`src/rtl/voice_sequencer.sv`:
```
// voice_sequencer: per-sample voice scheduler for the wavetable synth datapath.
// Each SAMPLE_TICK starts a sweep. One cycle clears the tone accumulator. Then one
// key slot is visited per clock, and the datapath load/mux controls for that slot are
// decoded from its envelope bits. When the sweep finishes, SAMPLE_VALID marks that
// TONE holds a complete mixed sample.
// Ports:
//   CLK, RESET         clock, synchronous active-high reset
//   SAMPLE_TICK        one-cycle audio sample strobe
//   EVT_VALID/KEY/ON   note events (always accepted)
//   ATT_OFF, NOTE_END  datapath status for the key currently presented
//   KEY                key slot presented to the datapath
//   LD_*, *_MUX, AMP_SEL, NOTE_ON, ATT_ON  datapath controls (combinational decode)
//   SAMPLE_VALID       one-cycle pulse at the end of a sweep
//   BUSY, OVERRUN      sweep in progress / sticky dropped-tick flag
//   ACTIVE_COUNT       active voices seen in the last completed sweep
module voice_sequencer #(
  parameter int unsigned NUM_KEYS = 128,
  parameter int unsigned KEY_W    = 7
) (
  input  logic             CLK,
  input  logic             RESET,
  input  logic             SAMPLE_TICK,
  input  logic             EVT_VALID,
  input  logic [KEY_W-1:0] EVT_KEY,
  input  logic             EVT_ON,
  input  logic             ATT_OFF,
  input  logic             NOTE_END,
  output logic [KEY_W-1:0] KEY,
  output logic             LD_PHASE,
  output logic             LD_AMP,
  output logic             LD_TONE,
  output logic             PHASE_MUX,
  output logic             AMP_SEL,
  output logic             TONE_MUX,
  output logic             NOTE_ON,
  output logic             ATT_ON,
  output logic             SAMPLE_VALID,
  output logic             BUSY,
  output logic             OVERRUN,
  output logic [7:0]       ACTIVE_COUNT
);

  localparam int unsigned CNT_W = 8;
  localparam logic [KEY_W-1:0] LAST_KEY = KEY_W'(NUM_KEYS - 1);

  typedef enum logic [1:0] {
    S_IDLE  = 2'd0,
    S_CLEAR = 2'd1,
    S_SCAN  = 2'd2,
    S_DONE  = 2'd3
  } state_t;

  state_t              r_state;
  state_t              w_next;
  logic [KEY_W-1:0]    r_key;
  logic [CNT_W-1:0]    r_cnt;
  logic [CNT_W-1:0]    r_active_count;
  logic                r_overrun;
  logic [NUM_KEYS-1:0] r_gate;
  logic [NUM_KEYS-1:0] r_att;
  logic [NUM_KEYS-1:0] r_active;
  logic [NUM_KEYS-1:0] r_pend;

  // Envelope bits of the slot being presented (pre-event values)
  logic w_pend;
  logic w_act;
  logic w_gate;
  logic w_att;

  assign w_pend = r_pend[r_key];
  assign w_act  = r_active[r_key];
  assign w_gate = r_gate[r_key];
  assign w_att  = r_att[r_key];

  // State register
  always_ff @(posedge CLK) begin
    if (RESET) r_state <= S_IDLE;
    else       r_state <= w_next;
  end

  // Next-state logic
  always_comb begin
    w_next = r_state;
    case (r_state)
      S_IDLE:  if (SAMPLE_TICK) w_next = S_CLEAR;
      S_CLEAR: w_next = S_SCAN;
      S_SCAN:  if (r_key == LAST_KEY) w_next = S_DONE;
      S_DONE:  w_next = S_IDLE;
      default: w_next = S_IDLE;
    endcase
  end

  // Output decode: controls follow the current slot so the datapath loads at the closing edge
  always_comb begin
    LD_PHASE     = 1'b0;
    LD_AMP       = 1'b0;
    LD_TONE      = 1'b0;
    PHASE_MUX    = 1'b0;
    AMP_SEL      = 1'b0;
    TONE_MUX     = 1'b0;
    NOTE_ON      = 1'b0;
    ATT_ON       = 1'b0;
    SAMPLE_VALID = 1'b0;
    BUSY         = (r_state != S_IDLE);
    case (r_state)
      S_CLEAR: begin
        LD_TONE  = 1'b1;
        TONE_MUX = 1'b0;
      end
      S_SCAN: begin
        if (w_pend) begin
          // Init cycle: zero phase and amplitude, contribute nothing to the mix
          LD_PHASE  = 1'b1;
          PHASE_MUX = 1'b0;
          LD_AMP    = 1'b1;
          AMP_SEL   = 1'b1;
        end else if (w_act) begin
          LD_PHASE  = 1'b1;
          LD_AMP    = 1'b1;
          LD_TONE   = 1'b1;
          PHASE_MUX = 1'b1;
          AMP_SEL   = 1'b0;
          TONE_MUX  = 1'b1;
          NOTE_ON   = w_gate;
          ATT_ON    = w_att;
        end
      end
      S_DONE:  SAMPLE_VALID = 1'b1;
      default: ;
    endcase
  end

  // Key counter: restarts in CLEAR, holds its last value once the sweep ends
  always_ff @(posedge CLK) begin
    if (RESET) begin
      r_key <= '0;
    end else if (r_state == S_CLEAR) begin
      r_key <= '0;
    end else if ((r_state == S_SCAN) && (r_key != LAST_KEY)) begin
      r_key <= r_key + KEY_W'(1);
    end
  end

  // Active-voice tally for the running sweep, published in DONE
  always_ff @(posedge CLK) begin
    if (RESET) begin
      r_cnt          <= '0;
      r_active_count <= '0;
    end else begin
      case (r_state)
        S_CLEAR: r_cnt <= '0;
        S_SCAN:  if (w_act) r_cnt <= r_cnt + CNT_W'(1);
        S_DONE:  r_active_count <= r_cnt;
        default: ;
      endcase
    end
  end

  // Sticky flag for ticks that arrive while a sweep is still running
  always_ff @(posedge CLK) begin
    if (RESET)                                  r_overrun <= 1'b0;
    else if (SAMPLE_TICK && (r_state != S_IDLE)) r_overrun <= 1'b1;
  end

  // Per-key envelope bits. The event writes come after the scan updates so they take
  // priority when both target the same key in the same cycle.
  always_ff @(posedge CLK) begin
    if (RESET) begin
      r_gate   <= '0;
      r_att    <= '0;
      r_active <= '0;
      r_pend   <= '0;
    end else begin
      if (r_state == S_SCAN) begin
        if (w_pend) begin
          r_pend[r_key] <= 1'b0;
        end else if (w_act) begin
          if (w_att && ATT_OFF) r_att[r_key]    <= 1'b0;
          if (NOTE_END)         r_active[r_key] <= 1'b0;
        end
      end
      if (EVT_VALID) begin
        if (EVT_ON) begin
          // Note-on and retrigger both restart the voice from zero
          r_gate[EVT_KEY]   <= 1'b1;
          r_att[EVT_KEY]    <= 1'b1;
          r_active[EVT_KEY] <= 1'b1;
          r_pend[EVT_KEY]   <= 1'b1;
        end else if (r_active[EVT_KEY]) begin
          r_gate[EVT_KEY] <= 1'b0;
        end
      end
    end
  end

  assign KEY          = r_key;
  assign OVERRUN      = r_overrun;
  assign ACTIVE_COUNT = r_active_count;

endmodule

```
`config.mk`:
```
export PLATFORM = sky130hd
export DESIGN_NAME = voice_sequencer
export DESIGN_NICKNAME = d
export VERILOG_FILES = /design/src/rtl/voice_sequencer.sv
export SDC_FILE = /design/constraint.sdc
export NUM_CORES = 1
export LEC_CHECK = 0
export CAP_MARGIN = 10
export CORE_MARGIN = 2
export CORE_UTILIZATION = 40
export CTS_CLUSTER_SIZE = 10
export DETAILED_ROUTE_END_ITERATION = 7
export SYNTH_ARGS = -nofsm -noshare
export SYNTH_HDL_FRONTEND = slang
export SYNTH_SLANG_ARGS = --single-unit
```
`constraint.sdc`:
```
create_clock -name CLK -period 3 [get_ports CLK]
set_input_delay 0.3 -clock CLK [delete_from_list [all_inputs] [get_ports CLK]]
set_output_delay 0.3 -clock CLK [all_outputs]
set_load 0.01 [all_outputs]
```
==> run_results.csv, run 1 <==
group,metric,value,unit
power,largest_vdd_supply_drop,328,uV
global_route,grt.total_usage,36.5,%
sta,worst_pin_slew,1.16,ns
worst_hold_path,min_from,"ATT_OFF",
worst_hold_path,hp-class,"in -> reg",
sta,post-route-worst-setup-slack,-0.767,ns
finish,commonest_non_fill_non_tap_cells_in_the_layout,"535 x dfxtp_1, 432 x a21oi_1, 375 x nand2_1, 371 x buf_4, 141 x o21ai_0",
worst_setup_path,worst-r2r-cell-count,17,
logic_synthesis,synth_async_sr_flop_share,0,%
logic_synthesis,number_of_enable_type_register_cells_in_the_synthesized_netlist,0,
worst_setup_path,worstReg2RegStart,"KEY[1]",
global_route,grt_met2_use,54.4,%
sta,slew_headroom,22.8,%
cts,clk_transition_reported_paths,0.06,ns
logic_synthesis,yosysUniqueCellTypes,83,
logic_synthesis,synth.yosys.warnings,0,
routing,route.final.wire_length,128000,um
die,std_cell_rows,94,
global_route,overflow,0,
routing,routed_via_density,6.81,
cts,tritoncts_clock_tree,"done",
power,totalPowerFinal,17.7,mW
global_route,maximum_number_of_pins_on_one_net_before_global_route_repair,189,
placement,detailedPlacementHpwl,84000,um
logic_synthesis,postSynthCellCount,3017,
cts,clock_insertion_delay_worst_skew,0.62,ns
sta,timing.final.max_slew_violations,0,
sta,hold_violations,0,
die,floorplan.die_area,68400,um2
power,internal-power,12.8,mW
routing,detailroute.via_count,28700,
die,initial_utilization,40.4,%
run_status,violations,"negative setup slack",
sta,final-setup-viol-count,521,
sta,timing.final.crit_period,3.77,ns
sta,timing.final.crit_share,126,%
placement,place.port_buffers,39,
routing,first_pass_iters,8,
finish,areaGrowthSynthToFinish,31.7,%
worst_setup_path,worstPathMaxFanout,11,
finish,nNetsFinal,3339,
die,fp.dieW,262,um
cts,cts_buffers,66,
power,switching_share,27.6,%
cts,cts_buffer_depth,3,
run_status,status,"finished with violations",
die,core_area,65700,um2
die,die_y,262,um
routing,initialDrtViolationCount,3919,
worst_setup_path,cp.arrival,3.47,ns
power,power.combinational.fraction,16.8,%
run,max-cap-violations,0,
logic_synthesis,syn-mean-instance-area,8.80,um2
logic_synthesis,syn-cell-area,26500,um2
cts,cts_max_level,3,
finish,drive_above_1_share,29.5,%
global_route,grt_antenna_before_repair,3,
worst_setup_path,cp-end-kind,"output port",
logic_synthesis,yosysSeqAreaShare,40.6,%
finish,layout.cells.most_common,"dfxtp_1",
logic_synthesis,synthFlopType,"dfxtp_1",
power,sequentialPowerShare,40.9,%
worst_hold_path,worstHoldPathCells,2,
worst_setup_path,reg2reg_setup_slack,-0.57,ns
cts,clockRootBuffer,"clkbuf_16",
sta,unrepaired_setup_endpoints_after_global_routing,"yes",
die,num_io_pins,40,
routing,detail_route.wl_per_cell,30.4,um
worst_setup_path,critical_path.startpoint_type,"flop",
sta,fmax,0.265,GHz
global_route,global_route_wire_length_before_repair,185000,um
logic_synthesis,postSynthNetCount,3037,
sta,fin_skew,0.0312,ns
routing,drc,0,
cts,cts.sink_count,538,
power,p_leak,12.3,nW
placement,place.gp.congestion,1.01,
global_route,grt-busiest-layer,"met2",
logic_synthesis,postSynthRegisterBits,538,
power,powerDensity,506,nW/um2
power,power_switching,4.88,mW
placement,worst_setup_slack_before_clock_tree_synthesis,-0.981,ns
sta,finalSetupTns,-162.45,ns
global_route,first_global_vias,27300,
worst_setup_path,worst-setup-path-type,"reg -> out",
global_route,groute.layer.met3.usage,9.09,%
worst_hold_path,hold_end,"r_att[39]",
worst_setup_path,critical_path.reg2reg.endpoint,"r_att[54]",
power,clock_group_share_of_total_power,42.3,%
global_route,grt_util_met1,47.4,%
worst_setup_path,worst_path_required,2.70,ns
routing,drtAntennaViolNets,0,
-- metal layers --
| layer | wire length [um] | vias to the layer above |
|---|---|---|
| met5 | 27 | - |
| met1 | 49500 | 14100 |
| li1 | - | 12000 |
| met3 | 14700 | 489 |
| met4 | 8520 | 4 |
| met2 | 55200 | 2050 |
-- cells in the mapped netlist, types with 8 or more instances --
cell type,n,share of area [%]
o41ai_1,9,0.30
nand2b_1,13,0.31
and3_1,121,2.9
o21ai_1,58,1.1
o31ai_1,111,3.1
a21oi_1,454,8.6
o22ai_1,8,0.19
clkbuf_1,212,3.0
inv_1,20,0.28
buf_4,31,0.88
a311oi_1,103,3.4
a31oi_1,13,0.31
mux4_2,75,6.4
nor2b_1,16,0.38
o211ai_2,14,0.66
nand4_1,15,0.35
a221oi_1,53,1.7
nand2_1,377,5.3
a41o_1,17,0.64
o311ai_0,19,0.63
and2_1,9,0.21
o21ai_0,181,3.4
o211ai_1,26,0.74
buf_2,27,0.51
dfxtp_1,538,41
buf_6,29,1.2
nor2_1,96,1.4
mux2i_1,91,3.4
mux2_2,24,1.0
a22o_1,8,0.26
a22oi_1,55,1.6
nor3_1,20,0.38
nand3_1,61,1.2
-- critical path, stage by stage (launching register included) --
cell and delay (ns):
dfxtp_4 0.45, buf_12 0.14, and3b_2 0.24, buf_4 0.16, buf_4 0.23, a22oi_1 0.24
nand4_1 0.24, a22oi_1 0.23, buf_4 0.16, nand4_1 0.18, o31a_1 0.38, buf_2 0.17
-- how the worst max path moves through the flow --
stage          startpoint       to  slack [ns]  cells after the start
2_1_floorplan      KEY[1]  NOTE_ON        0.02                     14
3_3_place_gp       KEY[0]  NOTE_ON       -0.97                     11
3_5_place_dp       KEY[2]  NOTE_ON       -0.98                     11
4_1_cts            KEY[0]  NOTE_ON       -0.66                     12
5_1_grt            KEY[0]  NOTE_ON       -0.72                     13
6_report           KEY[2]  NOTE_ON       -0.77                     11
-- power by group through the flow --
stage,sequential (mW),combinational [mW],clock [mW]
2_1_floorplan,7.37,1.28,0
3_3_place_gp,7.40,2.23,0
3_5_place_dp,7.41,2.25,0
4_1_cts,7.24,2.78,7.50
5_1_grt,7.24,3.04,7.79
6_report,7.24,2.98,7.48
-- through the flow --
stage	hold slack [ns]	std cells	utilization (%)	cell area [um2]
final	0.227	4206	53.1	34900
after global routing	0.231	4205	53.1	34900
after CTS	0.183	4185	52.3	34400
after detailed placement	0.449	4013	45.5	29900
after global placement	0.446	4013	45.5	29900
after floorplan	0.431	3017	-	26500
-- final cells by class --
type / instances / area, um2
fill: 5774 / 30800
tap: 864 / 1080
inverter: 23 / 87.6
clock buffer: 85 / 1850
sequential: 538 / 10800
clock inverter: 5 / 57.6
multi-input combinational: 2146 / 15500
timing repair buffer: 544 / 5560
antenna: 1 / 2.50
-- logic make-up after synthesis --
family	count (synthesis)	share of synthesized area, %
AOI/OAI and AO/OA	1178	28.3
and+or+nand+nor	765	13.5
DFF	538	40.6
buffers and inverters	333	6.33
muxes	190	10.8
xor gates and xnor gates	7	0.231
adders and majority gates	6	0.283
-- timing repair --
| item | in CTS | in global routing |
|---|---|---|
| pin swaps | 93 | 38 |
| hold buffers | 1 | 0 |
| endpoints found under the setup margin | 472 | 527 |
| setup buffers | 67 | 25 |
| gates resized for setup | 385 | 98 |
| cloned | 19 | 1 |
| hold endpoints to repair | 7 | 0 |
No activity file was read; power rests on OpenSTA's default activity.
==> run 2: changes to the inputs <==
==> constraint.sdc (replaced) <==
create_clock -name CLK -period 3 [get_ports CLK]
set_input_delay 0.6 -clock CLK [delete_from_list [all_inputs] [get_ports CLK]]
set_output_delay 0.6 -clock CLK [all_outputs]
set_load 0.01 [all_outputs]
==> run 2 against run 1 <==
Effect of this change: hold slack gained 0.14 ns; sequential share of layout area grew 0.58 points; final cell count grew 2.1%; non-clock buffer count grew 81; critical endpoint unchanged; register-to-register slack is essentially flat; core utilization shrank 0.98 points; critical path depth grew 1; combinational power shrank 5%; the run still ends with negative setup slack left.
==> run_results.csv, run 2 (same netlist as run 1, synthesis figures left out) <==
group,metric,value,unit
sta,timing.final.crit_period,4.00,ns
power,sequentialPowerShare,41.3,%
finish,n_fill_cell,6000,
sta,hold_violations,0,
worst_setup_path,worst-r2r-cell-count,15,
global_route,grt.total_usage,36.7,%
worst_setup_path,worstPathMaxFanout,8,
cts,cts.sink_count,538,
routing,detailroute.via_count,29200,
worst_setup_path,worstPathBufferInverterCount,6,
sta,worst_pin_slew,0.862,ns
routing,initialDrtViolationCount,4235,
worst_setup_path,critical_path.startpoint_type,"flop",
sta,finalSetupTns,-145.28,ns
die,fp.dieW,262,um
global_route,grt-busiest-layer,"met2",
die,std_cell_rows,94,
global_route,global_route_wire_length_before_repair,185000,um
sta,slew_headroom,42.4,%
power,powerDensity,510,nW/um2
die,num_io_pins,40,
placement,post_dp_cell_area,31000,um2
worst_setup_path,cp.arrival,3.40,ns
cts,tritoncts_clock_tree,"done",
die,initial_utilization,40.4,%
worst_setup_path,crit_slowest_cell,"o31a_1",
power,totalPowerFinal,17.5,mW
routing,drtAntennaViolNets,0,
sta,final-setup-viol-count,486,
worst_setup_path,critical-path-top-delay-family,"buffers and inverters",
power,power.combinational.fraction,16.2,%
sta,fin_skew,0.0366,ns
sta,timing.final.max_slew_violations,0,
cts,clk_transition_reported_paths,0.06,ns
global_route,overflow,0,
global_route,grt_met2_use,54.0,%
worst_setup_path,worst-setup-path-type,"reg -> out",
sta,timing.final.crit_share,133,%
finish,final_instance_area,34300,um2
power,p_leak,12.4,nW
power,power_switching,4.91,mW
placement,place.gp.congestion,1.05,
worst_setup_path,cp-end-kind,"output port",
finish,drive_above_1_share,25.6,%
cts,cts_buffer_depth,3,
placement,number_of_placed_instances_taps_included,4120,
global_route,grt_util_met1,47.3,%
worst_setup_path,worst_path_largest_cell_delay,0.42,ns
global_route,grt_antenna_before_repair,4,
run_status,status,"finished with violations",
die,floorplan.die_area,68400,um2
placement,detailedPlacementHpwl,87200,um
worst_hold_path,hp-class,"in -> reg",
power,switching_share,28.0,%
sta,post-route-worst-setup-slack,-0.997,ns
run,max-cap-violations,0,
die,core_area,65700,um2
sta,unrepaired_setup_endpoints_after_global_routing,"yes",
finish,layout.cells.most_common,"dfxtp_1",
placement,place.port_buffers,39,
finish,final_cells,4294,
finish,nNetsFinal,3420,
routing,first_pass_iters,6,
finish,commonest_non_fill_non_tap_cells_in_the_layout,"535 x dfxtp_1, 493 x buf_4, 452 x a21oi_1, 375 x nand2_1, 147 x o21ai_0",
routing,detail_route.wl_per_cell,30.1,um
worst_setup_path,timing.critical_path.depth,12,
power,internal-power,12.6,mW
routing,route.final.wire_length,129000,um
global_route,groute.layer.met3.usage,9.90,%
cts,cts_max_level,3,
cts,clock_insertion_delay_worst_skew,0.63,ns
worst_setup_path,crit_path_cell_trace,"buf_12 > buf_16 > nor3b_4 > buf_12 > buf_4 > buf_12 > a22oi_2 > nand4_1 > a22oi_2 > nand4_1 > o31a_1 > buf_2",
worst_hold_path,worstHoldPathCells,2,
cts,clockRootBuffer,"clkbuf_16",
run_status,violations,"negative setup slack",
sta,fmax,0.250,GHz
die,die_y,262,um
cts,cts_buffers,66,
global_route,maximum_number_of_pins_on_one_net_before_global_route_repair,150,
power,clock_group_share_of_total_power,42.5,%
worst_setup_path,cp_common_cell,"buf_12",
routing,routed_via_density,6.79,
finish,areaGrowthSynthToFinish,29.2,%
routing,drc,0,
power,largest_vdd_supply_drop,349,uV
global_route,first_global_vias,27700,
worst_setup_path,worst_path_required,2.40,ns
[run 2: changes by cell type in the layout (fill, tap and decap cells not counted), sizes merged]
cell,delta
buf,+76
clkbuf,+7
clkinv,+4
bufbuf,+3
bufinv,-1
diode,+1
dlygate4sd3,-1
inv,-1
[run 2: through the flow]
step / utilization (%) / setup slack, ns / hold WS (ns)
after floorplan: - / -0.0678 / 0.431
after global placement: 47.1 / -1.01 / 0.441
after detailed placement: 47.1 / -1.02 / 0.451
after CTS: 51.6 / -0.919 / 0.345
after global routing: 52.2 / -1.01 / 0.391
final: 52.2 / -0.997 / 0.370
[run 2: path summary, 6_finish.rpt]
| check | startpoint | end | slack (ns) |
|---|---|---|---|
| min | RESET | flop | 0.37 |
| max reg2reg | KEY[0] | r_att[58] | -0.58 |
| max | KEY[0] | NOTE_ON | -1.0 |
| min reg2reg | flop | flop | 0.46 |
[run 2: final cells by class]
type	instances	area, um2	share of cell area, %
Multi-Input combinational cell	2146	14500	42.3
Inverter	23	86.3	0.252
Sequential cell	538	10800	31.4
Timing Repair Buffer	625	5920	17.3
Clock buffer	89	1840	5.37
Clock inverter	7	80.1	0.233
Tap cell	864	1080	3.15
Antenna cell	2	5.00	0.0146
[run 2: per-layer routing]
layer  vias up  part of all wire [%]
li1      12200                     -
met1     14200                    38
met2      2173                    42
met3       563                    12
met4         6                   7.5
met5         -                 0.032
[run 2: timing repair]
| item | CTS | global route |
|---|---|---|
| gates cloned | 10 | 5 |
| setup endpoints to repair | 397 | 495 |
| setup buffers | 44 | 17 |
| hold buffers | 0 | 0 |
| gates resized for setup | 133 | 49 |
| pin swaps | 27 | 15 |
[run 2: power by group through the flow]
stage          logic [mW]  clock network [mW]  registers (mW)
6_report             2.83                7.44            7.23
5_1_grt              2.88                7.74            7.23
4_1_cts              2.69                7.48            7.23
3_5_place_dp         2.38                   0            7.37
3_3_place_gp         2.35                   0            7.37
2_1_floorplan        1.32                   0            7.37
